<file path="src/rtl/seq_divider.sv">
`default_nettype none
// ============================================================================
// Module   : seq_divider
// Purpose  : Multicycle signed divider for the control unit's start/done
//            handshake. Produces the quotient on lo and the remainder on hi
//            (these feed the HI/LO input muxes).
//            Uses radix-2 restoring division on the operand magnitudes, one
//            quotient bit per clock, followed by a single sign-fix cycle.
// Revision : 1.0 - initial release
// ----------------------------------------------------------------------------
// Parameters
//   WIDTH        operand/result width; iteration count equals WIDTH
// Ports
//   clock        in   1      rising-edge clock
//   reset        in   1      asynchronous, active-low; clears all state
//   start        in   1      request, sampled only while idle
//   dividend     in   WIDTH  A operand (rs), two's complement
//   divisor      in   WIDTH  B operand (rt), two's complement
//   is_unsigned  in   1      (DIV_UNSIGNED_EN only) treat operands as unsigned
//   lo           out  WIDTH  quotient, registered
//   hi           out  WIDTH  remainder, registered
//   done         out  1      one-cycle completion pulse, registered
//   div_zero     out  1      divide-by-zero flag, held until next acceptance
//   busy         out  1      high whenever the divider is not idle
// Configuration
//   DIV_UNSIGNED_EN  when defined, adds is_unsigned (divu support)
// ============================================================================
module seq_divider #(
  parameter int WIDTH = 32
) (
  input  logic             clock,
  input  logic             reset,
  input  logic             start,
  input  logic [WIDTH-1:0] dividend,
  input  logic [WIDTH-1:0] divisor,
`ifdef DIV_UNSIGNED_EN
  input  logic             is_unsigned,
`endif
  output logic [WIDTH-1:0] lo,
  output logic [WIDTH-1:0] hi,
  output logic             done,
  output logic             div_zero,
  output logic             busy
);

  localparam int CNT_W = (WIDTH > 2) ? $clog2(WIDTH) : 1;
  localparam logic [CNT_W-1:0] LAST_CNT = CNT_W'(WIDTH - 1);

  typedef enum logic [1:0] {
    S_IDLE = 2'd0,
    S_ITER = 2'd1,
    S_FIX  = 2'd2
  } state_t;

  state_t             state_q, state_d;
  logic [WIDTH-1:0]   rem_q, rem_d;
  logic [WIDTH-1:0]   quo_q, quo_d;
  logic [WIDTH-1:0]   dvsr_q, dvsr_d;
  logic [CNT_W-1:0]   cnt_q, cnt_d;
  logic               qneg_q, qneg_d;   // quotient must be negated in FIX
  logic               dneg_q, dneg_d;   // dividend negative: remainder negated
  logic [WIDTH-1:0]   lo_q, lo_d;
  logic [WIDTH-1:0]   hi_q, hi_d;
  logic               done_q, done_d;
  logic               div_zero_q, div_zero_d;

  logic               use_signed;
  logic [WIDTH-1:0]   a_mag, b_mag;
  logic [WIDTH:0]     shifted;
  logic [WIDTH:0]     trial;

`ifdef DIV_UNSIGNED_EN
  assign use_signed = ~is_unsigned;
`else
  assign use_signed = 1'b1;
`endif

  // Magnitudes are kept WIDTH bits unsigned, so negating the most negative
  // value yields 2^(WIDTH-1) exactly.
  assign a_mag = (use_signed && dividend[WIDTH-1]) ? -dividend : dividend;
  assign b_mag = (use_signed && divisor[WIDTH-1])  ? -divisor  : divisor;

  // The partial remainder is always below the divisor, so the shifted value
  // is below 2*divisor and fits in WIDTH+1 bits; bit WIDTH of the difference
  // is therefore a clean borrow indicator.
  assign shifted = {rem_q, quo_q[WIDTH-1]};
  assign trial   = shifted - {1'b0, dvsr_q};

  always_comb begin
    state_d    = state_q;
    rem_d      = rem_q;
    quo_d      = quo_q;
    dvsr_d     = dvsr_q;
    cnt_d      = cnt_q;
    qneg_d     = qneg_q;
    dneg_d     = dneg_q;
    lo_d       = lo_q;
    hi_d       = hi_q;
    done_d     = 1'b0;
    div_zero_d = div_zero_q;

    case (state_q)
      S_IDLE: begin
        if (start) begin
          if (divisor == '0) begin
            // Complete on the accepting edge; hi/lo keep their old values.
            done_d     = 1'b1;
            div_zero_d = 1'b1;
          end else begin
            quo_d      = a_mag;
            dvsr_d     = b_mag;
            rem_d      = '0;
            cnt_d      = '0;
            dneg_d     = use_signed & dividend[WIDTH-1];
            qneg_d     = use_signed & (dividend[WIDTH-1] ^ divisor[WIDTH-1]);
            div_zero_d = 1'b0;
            state_d    = S_ITER;
          end
        end
      end

      S_ITER: begin
        // quo_q doubles as the dividend shift register: its MSB feeds the
        // remainder while the new quotient bit enters at the LSB.
        if (!trial[WIDTH]) begin
          rem_d = trial[WIDTH-1:0];
          quo_d = {quo_q[WIDTH-2:0], 1'b1};
        end else begin
          rem_d = shifted[WIDTH-1:0];
          quo_d = {quo_q[WIDTH-2:0], 1'b0};
        end
        cnt_d = cnt_q + 1'b1;
        if (cnt_q == LAST_CNT) begin
          state_d = S_FIX;
        end
      end

      S_FIX: begin
        lo_d    = qneg_q ? -quo_q : quo_q;
        hi_d    = dneg_q ? -rem_q : rem_q;
        done_d  = 1'b1;
        state_d = S_IDLE;
      end

      default: begin
        state_d = S_IDLE;
      end
    endcase
  end

  always_ff @(posedge clock or negedge reset) begin
    if (!reset) begin
      state_q    <= S_IDLE;
      rem_q      <= '0;
      quo_q      <= '0;
      dvsr_q     <= '0;
      cnt_q      <= '0;
      qneg_q     <= 1'b0;
      dneg_q     <= 1'b0;
      lo_q       <= '0;
      hi_q       <= '0;
      done_q     <= 1'b0;
      div_zero_q <= 1'b0;
    end else begin
      state_q    <= state_d;
      rem_q      <= rem_d;
      quo_q      <= quo_d;
      dvsr_q     <= dvsr_d;
      cnt_q      <= cnt_d;
      qneg_q     <= qneg_d;
      dneg_q     <= dneg_d;
      lo_q       <= lo_d;
      hi_q       <= hi_d;
      done_q     <= done_d;
      div_zero_q <= div_zero_d;
    end
  end

  assign lo       = lo_q;
  assign hi       = hi_q;
  assign done     = done_q;
  assign div_zero = div_zero_q;
  assign busy     = (state_q != S_IDLE);

endmodule
`default_nettype wire

</file>
<file path="config.mk">
export PLATFORM = sky130hd
export DESIGN_NAME = seq_divider
export DESIGN_NICKNAME = d
export VERILOG_FILES = /design/src/rtl/seq_divider.sv
export SDC_FILE = /design/constraint.sdc
export NUM_CORES = 1
export LEC_CHECK = 0
export ABC_AREA = 1
export BUFFER_PORTS_ARGS = -buffer_cell sky130_fd_sc_hd__buf_4
export CORE_AREA = 2 2 115 200
export CTS_CLUSTER_SIZE = 30
export DETAILED_ROUTE_END_ITERATION = 8
export DIE_AREA = 0 0 117 202
export PLACE_DENSITY = 0.81
export SYNTH_ARGS = -nofsm -noshare
export SYNTH_HDL_FRONTEND = slang
export SYNTH_SLANG_ARGS = --single-unit
</file>
<file path="constraint.sdc">
create_clock -name clock -period 2.78 [get_ports clock]
set_input_delay 0.278 -clock clock [delete_from_list [all_inputs] [get_ports clock]]
set_output_delay 0.278 -clock clock [all_outputs]
set_load 0.005 [all_outputs]
</file>
-- Yosys cells after proc, flatten, opt, wreduce, memory -nomap -nowiden
Index checks and enable logic that the tools add are counted.
- bits in registers: 171
- word-level logic and storage cells: 55
- add/sub/neg operators: 6
- muxes and demuxes: 22
- bitwise logic cells: 2
- reduce and logical (&&, ||, !) cells: 8
- equal/unequal tests: 6
- operators by type and width (kind ; number):
    32-bit two-way mux ; 9
    32-bit negation ; 4
    32-bit one-hot mux with 2 select lines ; 2
    33-bit by 32-bit subtractor with 33-bit output ; 1
    32-bit logical NOT ; 1
    5-bit two-way mux ; 2
    5-bit one-hot mux with 2 select lines ; 1
    3-bit AND reduction ; 3
    2-bit two-way mux ; 3
    2-bit inequality test (second input constant) ; 3
    5-bit by 1-bit adder with 5-bit output (second input constant) ; 1
    5-bit equality test (second input constant) ; 1
    2-bit one-hot mux with 2 select lines ; 1
    2-bit nonzero test ; 2
    1-bit two-way mux ; 3
    2-bit by 1-bit equality test with 1-bit output (second input constant) ; 1
    2-bit equality test (second input constant) ; 1
    2-bit logical NOT ; 1
    1-bit one-hot mux with 2 select lines ; 1
    2-bit AND reduction ; 1
    1-bit inverter ; 1
    1-bit bitwise XOR ; 1

-- Logic depth before layout (Yosys ltp)
Gate-level depths: netlist of run 1.
- depth after elaboration: 5
- gate-level depth with buffers: 18
- depth with buffers taken out: 17

-- Worst setup path after synthesis of run 1
Ideal clock, no wire load.
- path kind: register -> register
- start: reg quo_q[31]
- end: reg rem_q[16]
- period minus slack after synthesis: 2263 ps
- required time: 2662 ps
- buffers on the path: 1
- library setup time: 118 ps
- arrival: 2145 ps
- path slack: 517 ps
- stages on the path, launching flop included: 19
- cell sequence: dfrtp_1 -> inv_1 -> ha_1 -> fa_1 -> inv_1 -> nand2_1 -> nand2_1 -> nand3_1 -> nand2_1 -> nand2_1 -> nand2_1 -> nand2_2 -> nand2_2 -> nand2_2 -> nand2_2 -> buf_6 -> nand2_1 -> nand3_1 -> nand2_1
- word-level cells in the longest chain between the ends: 3
- ends and longest elaborated chain (what ; RTL line ; text):
    from (decl) ; 57 ; logic [WIDTH-1:0] quo_q, quo_d;
    from (signal assigned) ; 167 ; quo_q <= quo_d;
    33-bit by 32-bit subtractor with 33-bit output ; 87 ; assign trial = shifted - {1'b0, dvsr_q};
    32-bit two-way mux ; 125 ; if (!trial[WIDTH]) begin
    32-bit one-hot mux with 2 select lines ; 102 ; case (state_q)
    to (signal assigned) ; 166 ; rem_q <= rem_d;
    to (decl) ; 56 ; logic [WIDTH-1:0] rem_q, rem_d;
Every way passes these cells.
A chain may end at the register's enable or synchronous reset.

-- Worst setup path after layout of run 1
- start: reg rem_q[6]
- end: reg rem_q[26]
- word-level cells in the longest chain between the ends: 3
- ends and longest elaborated chain (what ; RTL line):
    33-bit by 32-bit subtractor with 33-bit output ; 87
    32-bit two-way mux ; 125
    32-bit one-hot mux with 2 select lines ; 102
Every way passes these cells.

==> results.txt, run 1 <==
Status - finished, final reports clean
Die width - 117 um
TritonCTS clock tree - built
Pre-antenna DRT Iters - 6
Worst-path fanout max - 17
Worst Setup Start Kind - register
Total GRT Usage - 0.381
Clk sinks - 171
Syn. warnings - 0
Worst-Skew Late Latency - 0.45 ns
Depth of the CTS H-tree - 4
Top FF cell, synth - dfrtp_1
Synthesized area - 13,200 um2
Final setup fails - 0
Final antenna-violating net count - 0
Num ports - 134
EDFF count, synth - 0
Cells after synthesis - 2,094
Post-synthesis adder-cell area fraction - 0.0374
Num CTS Buffers - 17
Worst min path class - in -> reg
Netlist cell types - 45
Total grt overflow - 0
Crit path DAT - 2.93 ns
Ys async rst share - 1.00
Layout cells sized above 1 - 0.112
Synth Register Bits - 171
Placer Congestion - 0.998
Rows - 72
Via density - 5.56
Core Footprint - 22,100 um2
Power Density - 1330 nW/um2
Hold Vio Cnt, Final - 0
Syn_nets - 2,200
Setup CP Type - reg -> reg
Rel. slew slack - 0.523
Minimum hold slack - 0.118 ns
WL final - 43,600 um
Syn Area/Cell - 6.32 um2
First-pass GRT wire length - 68,700 um
Req. time, crit path - 3.12 ns
Clock Pin Slew Worst Setup and Hold Paths - 0.07 ns
Compound-Gate Fraction of Synth Area - 0.0973
Final Cell Area - 15,300 um2
Port buffer count - 133
Largest family of logic cells by synthesized area - simple AND/OR/NAND/NOR gates
Fillers - 2,020
CP Capture Type - register
Least-Margin Pin Slew - 0.714 ns
MaxCap Viol Count - 0
Commonest cells after routing, fill and taps aside - nand2_1 (725), inv_1 (283), nand3_1 (207)
Die Y - 202 um
Detailed Place HPWL - 34,200 um
Maximum vdd drop - 0.000626 V
Pleak - 8.20 nW
Diode count - 0
Root Buffer - clkbuf_16
Vias in the first global route - 13,700
DP Area - 14,700 um2
Total design power - 20.3 mW
Initial antenna violation count - 0
DR vias - 14,100
Post-layout min period - 2.59 ns
Largest net degree at the start of global routing - 63
Final net count - 2,334
1st-iter DRT viols - 999
Most common cell after layout, fill and taps aside - nand2_1
Longest Clk Path Bufs - 2
Simple-Gate Fraction of Synth Area - 0.385
Fin crit share - 0.931
Residual DRC - 0
Mux share of post-synthesis cell area - 0
Initial core utilization - 0.600
Fmax - 386 MHz
Die area - 23,600 um2
XOR/XNOR Fraction of Synth Area - 0.0509
Pins Over Slew Limit - 0
Post-synthesis sequential area ratio - 0.323
DR WL/cell - 17.2 um
Worst Skew - 0.00902 ns
Area Growth Syn to Fin - 15.8%
## state kept, by name, summed over array words and instances (netlist names)
signal    cells
cnt_q         5
div_zero      1
dneg_q        1
done          1
dvsr_q       32
hi           32
lo           32
qneg_q        1
quo_q        32
rem_q        32
state_q       2
## Yosys cell counts (11+ instances only)
| master | instances | share of area |
|---|---|---|
| nand3b_1 | 15 | 0.0085 |
| nor3_1 | 26 | 0.0098 |
| nand4_1 | 22 | 0.010 |
| buf_2 | 14 | 0.0053 |
| o22ai_1 | 11 | 0.0052 |
| dfrtp_1 | 171 | 0.32 |
| nor2_1 | 183 | 0.052 |
| inv_1 | 285 | 0.081 |
| nand3_1 | 207 | 0.078 |
| clkbuf_1 | 36 | 0.010 |
| xor2_1 | 67 | 0.044 |
| o21ai_0 | 117 | 0.044 |
| ha_1 | 38 | 0.036 |
| nand2_1 | 725 | 0.21 |
| a21oi_1 | 49 | 0.019 |
| o21ai_1 | 28 | 0.011 |
## final timing paths
kind                       depth (start not counted)  slack, ns     start         to
min in group asynchronous                          2       0.36     reset  dvsr_q[9]
max                                               14       0.19  rem_q[6]  rem_q[26]
max in group asynchronous                          3       1.67     reset     hi[18]
max reg2reg                                       14       0.19  rem_q[6]  rem_q[26]
min reg2reg                                        2       0.48    lo[25]     lo[25]
min                                                3       0.12     start   div_zero
## where the power goes
part | switching, mW | internal, mW
clock network | 1.08 | 1.29
logic | 8.32 | 4.69
registers | 1.26 | 3.69
total | 10.7 | 9.67
## final cells by class
class | instances | area [um2] | share of cell area
multi-input cells | 1566 | 7580 | 0.494
inverters | 293 | 1100 | 0.0717
flip-flops and latches | 171 | 4280 | 0.279
clock buffers | 21 | 460 | 0.0300
clock inverters | 11 | 114 | 0.00743
repair buffers | 179 | 1430 | 0.0930
well taps | 296 | 370 | 0.0242
## per-stage QoR
step	cells	util	TNS, ns	setup WS (ns)
2_1_floorplan	2094	-	0	0.517
6_report	2537	0.695	0	0.191
3_3_place_gp	2503	0.666	0	0.306
5_1_grt	2537	0.695	-0.00135	-0.00135
3_5_place_dp	2503	0.666	0	0.224
4_1_cts	2536	0.693	0	0.198
## worst max-delay path, stage by stage, from the launching register on
cell,delay (ns)
dfrtp_1,0.49
ha_1,0.39
nand2_1,0.15
inv_1,0.07
a21oi_1,0.23
nand2_1,0.15
nand2_1,0.10
nand2_1,0.09
nand2_2,0.14
nand2_2,0.10
nand2_4,0.10
buf_4,0.22
nand3_1,0.10
nand3_1,0.09
nand2_1,0.05
## cell families (layout without fill, tap and decap cells)
group / count (synthesis) / after routing
simple gates: 1213 / 1213
flops: 171 / 171
fa+ha+maj: 39 / 39
compound gates: 237 / 237
buf+inv: 357 / 504
xor+xnor: 77 / 77
## repair_timing
item | CTS | global route
hold buffers | 1 | 0
setup buffers | 0 | 1
setup endpoints to repair | 0 | 32
resized for setup | 0 | 8
hold endpoints to repair | 53 | 0
## layer usage
metal,global-route usage,wire (um),vias to the layer above
met2,0.668,22600,578
met4,0.314,4090,0
met3,0.0648,2570,191
met1,0.381,14400,6460
met5,0,0,-
li1,-,-,6878
Note: power is estimated with default switching activity, not from simulation.
==> run 2: changes to the inputs <==
--- a/config.mk
+++ b/config.mk
@@ -7,11 +7,11 @@
 export LEC_CHECK = 0
 export ABC_AREA = 1
 export BUFFER_PORTS_ARGS = -buffer_cell sky130_fd_sc_hd__buf_4
-export CORE_AREA = 2 2 115 200
+export CORE_AREA = 2 2 121 211
 export CTS_CLUSTER_SIZE = 30
 export DETAILED_ROUTE_END_ITERATION = 8
-export DIE_AREA = 0 0 117 202
-export PLACE_DENSITY = 0.81
+export DIE_AREA = 0 0 123 213
+export PLACE_DENSITY = 0.77
 export SYNTH_ARGS = -nofsm -noshare
 export SYNTH_HDL_FRONTEND = slang
 export SYNTH_SLANG_ARGS = --single-unit
==> constraint.sdc (replaced) <==
create_clock -name clock -period 2.35 [get_ports clock]
set_input_delay 0.235 -clock clock [delete_from_list [all_inputs] [get_ports clock]]
set_output_delay 0.235 -clock clock [all_outputs]
set_load 0.005 [all_outputs]
==> results.txt, run 2 (same netlist as run 1, synthesis figures left out) <==
Reg2Reg Setup Slack - -0.09 ns
Placer Congestion - 0.966
Final net count - 2,405
Post-layout min period - 2.44 ns
Worst Setup Start Kind - register
Global Route met2 Usage - 0.646
Worst min path class - in -> reg
FF-to-FF Start - rem_q[4]
Crit path DAT - 2.78 ns
Worst setup path startpoint - rem_q[4]
Power Density - 1670 nW/um2
Diode count - 0
Status - complete, but fails checks
Final Cell Area - 16,700 um2
Rel. slew slack - 0.500
Core Footprint - 24,500 um2
Die width - 123 um
Reg area - 4290 um2
FF-to-FF path depth - 10
Worst-Skew Late Latency - 0.45 ns
Clock Pin Slew Worst Setup and Hold Paths - 0.07 ns
DP Area - 15,200 um2
Initial antenna violation count - 0
Fin crit share - 1.04
Layout cells sized above 1 - 0.178
Total grt overflow - 0
Met1 Use GR - 0.339
Detailed Place HPWL - 35,900 um
Num CTS Buffers - 17
Dpl cells - 2,576
MaxCap Viol Count - 0
RSZ-0062 raised after global routing - true
Port buffer count - 133
Clk sinks - 171
Residual DRC - 0
TritonCTS clock tree - built
Area Growth Syn to Fin - 25.8%
Setup ws final - -0.0865 ns
CP Capture Type - register
Via density - 5.49
Worst Skew - 0.0175 ns
Fin cells - 2,623
Root Buffer - clkbuf_16
Failing checks - negative setup slack
Hold Vio Cnt, Final - 0
Largest net degree at the start of global routing - 100
Final core occ - 0.679
Total GRT Usage - 0.356
Setup CP Type - reg -> reg
Req. time, crit path - 2.69 ns
Maximum vdd drop - 0.000633 V
FF-to-FF End - rem_q[7]
WL final - 46,600 um
Vias in the first global route - 13,900
Pre-antenna DRT Iters - 5
Commonest cells after routing, fill and taps aside - nand2_1 (711), inv_1 (279), buf_4 (226)
Pleak - 8.73 nW
Num ports - 134
Longest Clk Path Bufs - 2
1st-iter DRT viols - 916
Most common cell after layout, fill and taps aside - nand2_1
Final antenna-violating net count - 0
Final setup fails - 1
Worst-path fanout max - 5
DR WL/cell - 17.8 um
Rows - 76
Most Crowded Layer GR - met2
Worst setup path end - rem_q[7]
First-pass GRT wire length - 70,300 um
DR vias - 14,400
Pins Over Slew Limit - 0
Area of the multi-input gates - 8190 um2
Grt met3 use - 0.0598
Least-Margin Pin Slew - 0.745 ns
Die Y - 213 um
Depth of the CTS H-tree - 4
Minimum hold slack - 0.0922 ns
Die area - 26,200 um2
Fillers - 2,236
Fmax - 410 MHz
Initial core utilization - 0.540
-- run 2: what timing repair did --
item,4_1_cts,5_1_grt
setup buffers,1,7
hold buffers,1,0
hold endpoints to repair,50,0
pin swaps,2,35
gates resized for setup,14,115
setup endpoints to repair,28,33
cloned,1,6
-- run 2: routing by layer --
metal | share of wire | wire length, um
met4 | 0.096 | 4460
met3 | 0.049 | 2290
met2 | 0.52 | 24500
met1 | 0.33 | 15400
met5 | 0 | 0
-- run 2: worst min path at each step --
stage                             to  cells after the start         from
after floorplan             cnt_q[0]                      0        reset
after global placement     dvsr_q[9]                      1        reset
after detailed placement   dvsr_q[3]                      1        reset
after CTS                 dvsr_q[19]                      3  divisor[19]
after global routing        div_zero                      3        start
final                     dvsr_q[19]                      3  divisor[19]
-- run 2: report_power, final --
group	internal, mW	leakage [nW]	total [mW]	switching, mW
clock network	1.74	0.286	2.95	1.21
logic	7.62	6.40	19.1	11.5
registers	4.37	2.04	5.80	1.42
total	13.7	8.73	27.9	14.2
-- run 2: area by class of cell --
cell class,instances,area share
well taps,312,0.0234
multi-input cells,1569,0.492
clock inverters,8,0.00804
flip-flops and latches,171,0.258
repair buffers,247,0.125
clock buffers,23,0.0281
inverters,293,0.0660
-- run 2: per-stage QoR --
stage / TNS [ns] / power, mW / setup slack (ns)
after floorplan: 0 / 15.7 / 0.0867
after global placement: -0.0829 / 21.8 / -0.0123
after detailed placement: -0.988 / 22.0 / -0.0882
after CTS: 0 / 25.4 / 0.000840
after global routing: -1.73 / 30.1 / -0.120
final: -0.0865 / 27.9 / -0.0865
-- run 2: critical path: stages (launching register included) --
cell and delay (ns):
dfrtp_1 0.43, ha_1 0.34, buf_4 0.15, nand2_2 0.13, inv_1 0.09, a21oi_2 0.16, nand2_1 0.14, xnor2_1 0.62
nand3_2 0.12, nand3_1 0.09, nand2_1 0.05
==> run 3: changes to the inputs <==
--- a/config.mk
+++ b/config.mk
@@ -11,6 +11,7 @@
 export CTS_CLUSTER_SIZE = 30
 export DETAILED_ROUTE_END_ITERATION = 8
 export DIE_AREA = 0 0 123 213
+export MAX_ROUTING_LAYER = met4
 export PLACE_DENSITY = 0.77
 export SYNTH_ARGS = -nofsm -noshare
 export SYNTH_HDL_FRONTEND = slang
==> constraint.sdc (replaced) <==
create_clock -name clock -period 2.35 [get_ports clock]
set_input_delay 0.47 -clock clock [delete_from_list [all_inputs] [get_ports clock]]
set_output_delay 0.47 -clock clock [all_outputs]
set_load 0.02 [all_outputs]
==> results.txt, run 3 (same netlist as run 1, synthesis figures left out) <==
DR WL/cell - 17.6 um
Post-layout min period - 2.32 ns
Num CTS Buffers - 17
Sw Pwr - 14.2 mW
Crit path DAT - 2.68 ns
Core Footprint - 24,500 um2
Root Buffer - clkbuf_16
Worst-Skew Late Latency - 0.46 ns
Via density - 5.41
Final antenna-violating net count - 0
Critical path's largest stage delay - 0.45 ns
Minimum hold slack - 0.00496 ns
Die Y - 213 um
CP Capture Type - register
Cts hold-fix bufs - 0
Grt met3 use - 0.0590
Die width - 123 um
Worst setup path startpoint - rem_q[5]
Slowest stage cell, crit path - dfrtp_2
MaxCap Viol Count - 0
RSZ-0062 raised after global routing - true
Rows - 76
Worst Setup Start Kind - register
Total negative slack - 0 ns
Fillers - 2,266
Pleak - 8.75 nW
Largest net degree at the start of global routing - 100
Status - finished, final reports clean
Num ports - 134
Final setup fails - 0
Diode count - 0
Cell Int Power - 13.2 mW
Global Route met2 Usage - 0.670
Worst-path fanout max - 13
Fin crit share - 0.988
Total grt overflow - 0
Reg2Reg Setup Slack - 0.03 ns
Hold Vio Cnt, Final - 0
Initial core utilization - 0.540
Worst Skew - 0.0173 ns
Rel. slew slack - 0.521
Met1 Use GR - 0.346
Fmax - 431 MHz
Power Density - 1660 nW/um2
FF-to-FF Start - rem_q[5]
Combinational Power Share - 0.688
DR vias - 14,300
Pre-antenna DRT Iters - 6
Worst-path cell chain - ha_1 > nand2_2 > inv_1 > a21oi_2 > buf_4 > nand2_2 > nand2_2 > nand2_4 > nand2_4 > nand2_4 > nand2_2 > buf_6 > nand3_2 > nand3_1 > nand2_1
Flop pwr share - 0.206
Most Crowded Layer GR - met2
Pins Over Slew Limit - 0
WL final - 46,600 um
Maximum vdd drop - 0.000761 V
Clk sinks - 171
Final net count - 2,429
Layout cells sized above 1 - 0.176
Vias in the first global route - 13,800
Initial antenna violation count - 0
Total GRT Usage - 0.372
First-pass GRT wire length - 71,100 um
Residual DRC - 0
Switch share - 0.518
Least-Margin Pin Slew - 0.717 ns
Commonest cells after routing, fill and taps aside - nand2_1 (710), inv_1 (275), buf_4 (256)
Final core occ - 0.671
Area Growth Syn to Fin - 24.3%
Longest Clk Path Bufs - 2
TritonCTS clock tree - built
Final Cell Area - 16,500 um2
Depth of the CTS H-tree - 4
1st-iter DRT viols - 903
Port buffer count - 133
Clock share of power - 0.106
Dpl cells - 2,607
Worst min path class - in -> async
Setup CP Type - reg -> reg
Clock Pin Slew Worst Setup and Hold Paths - 0.07 ns
DP Area - 15,400 um2
Crit-path most repeated cell - nand2_2
Die area - 26,200 um2
Fin cells - 2,648
Req. time, crit path - 2.70 ns
Most common cell after layout, fill and taps aside - nand2_1
Detailed Place HPWL - 36,600 um
Placer Congestion - 0.950
==> run 3: worst paths after layout <==
path	end	depth (start not counted)
setup / recovery	rem_q[5]	15
hold / removal	dvsr_q[4]	1
setup reg to reg	rem_q[5]	15
hold reg to reg	lo[21]	2
max in group asynchronous	lo[24]	2
min in group clock	div_zero	3
==> run 3: cell type report <==
type                       count  area (um2)  area share
tap                          312         390      0.0237
clock buffer                  18         439      0.0267
clock inverter                14         165      0.0100
multi-input combinational   1567        7880       0.479
timing repair buffer         273        2200       0.134
sequential                   171        4280       0.260
inverter                     293        1100      0.0668
==> run 3: timing repair <==
item,4_1_cts,5_1_grt
setup endpoints to repair,33,37
setup buffers,0,6
gates cloned,1,2
gates resized for setup,13,76
pin swaps,1,19
==> run 3: routing by layer <==
metal  vias up  share of wire
met4         0          0.091
li1       7099              -
met5         -              0
met1      6617           0.34
met2       449           0.53
met3       161          0.041
==> run 3: metrics by stage <==
step                      total power, mW  worst slack (ns)
final                                27.4            0.0272
after global routing                 29.5            -0.104
after CTS                            26.0          0.000484
after detailed placement             22.8            -0.164
after global placement               22.4           -0.0761
after floorplan                      16.3            0.0867
==> run 3: critical path: cells and delay by family (launching register included) <==
kind / cells / cell delay (ns)
compound gates: 1 / 0.16
fa+ha+maj: 1 / 0.32
buf+inv: 3 / 0.37
flops: 1 / 0.45
simple gates: 10 / 0.90
==> run 3: power groups by stage <==
stage / logic [mW] / registers, mW / clock network, mW
finish: 18.9 / 5.64 / 2.91
global route: 20.7 / 5.74 / 3.04
CTS: 17.5 / 5.52 / 2.94
detailed placement: 17.3 / 5.55 / 0
global placement: 16.9 / 5.52 / 0
floorplan: 10.4 / 5.85 / 0
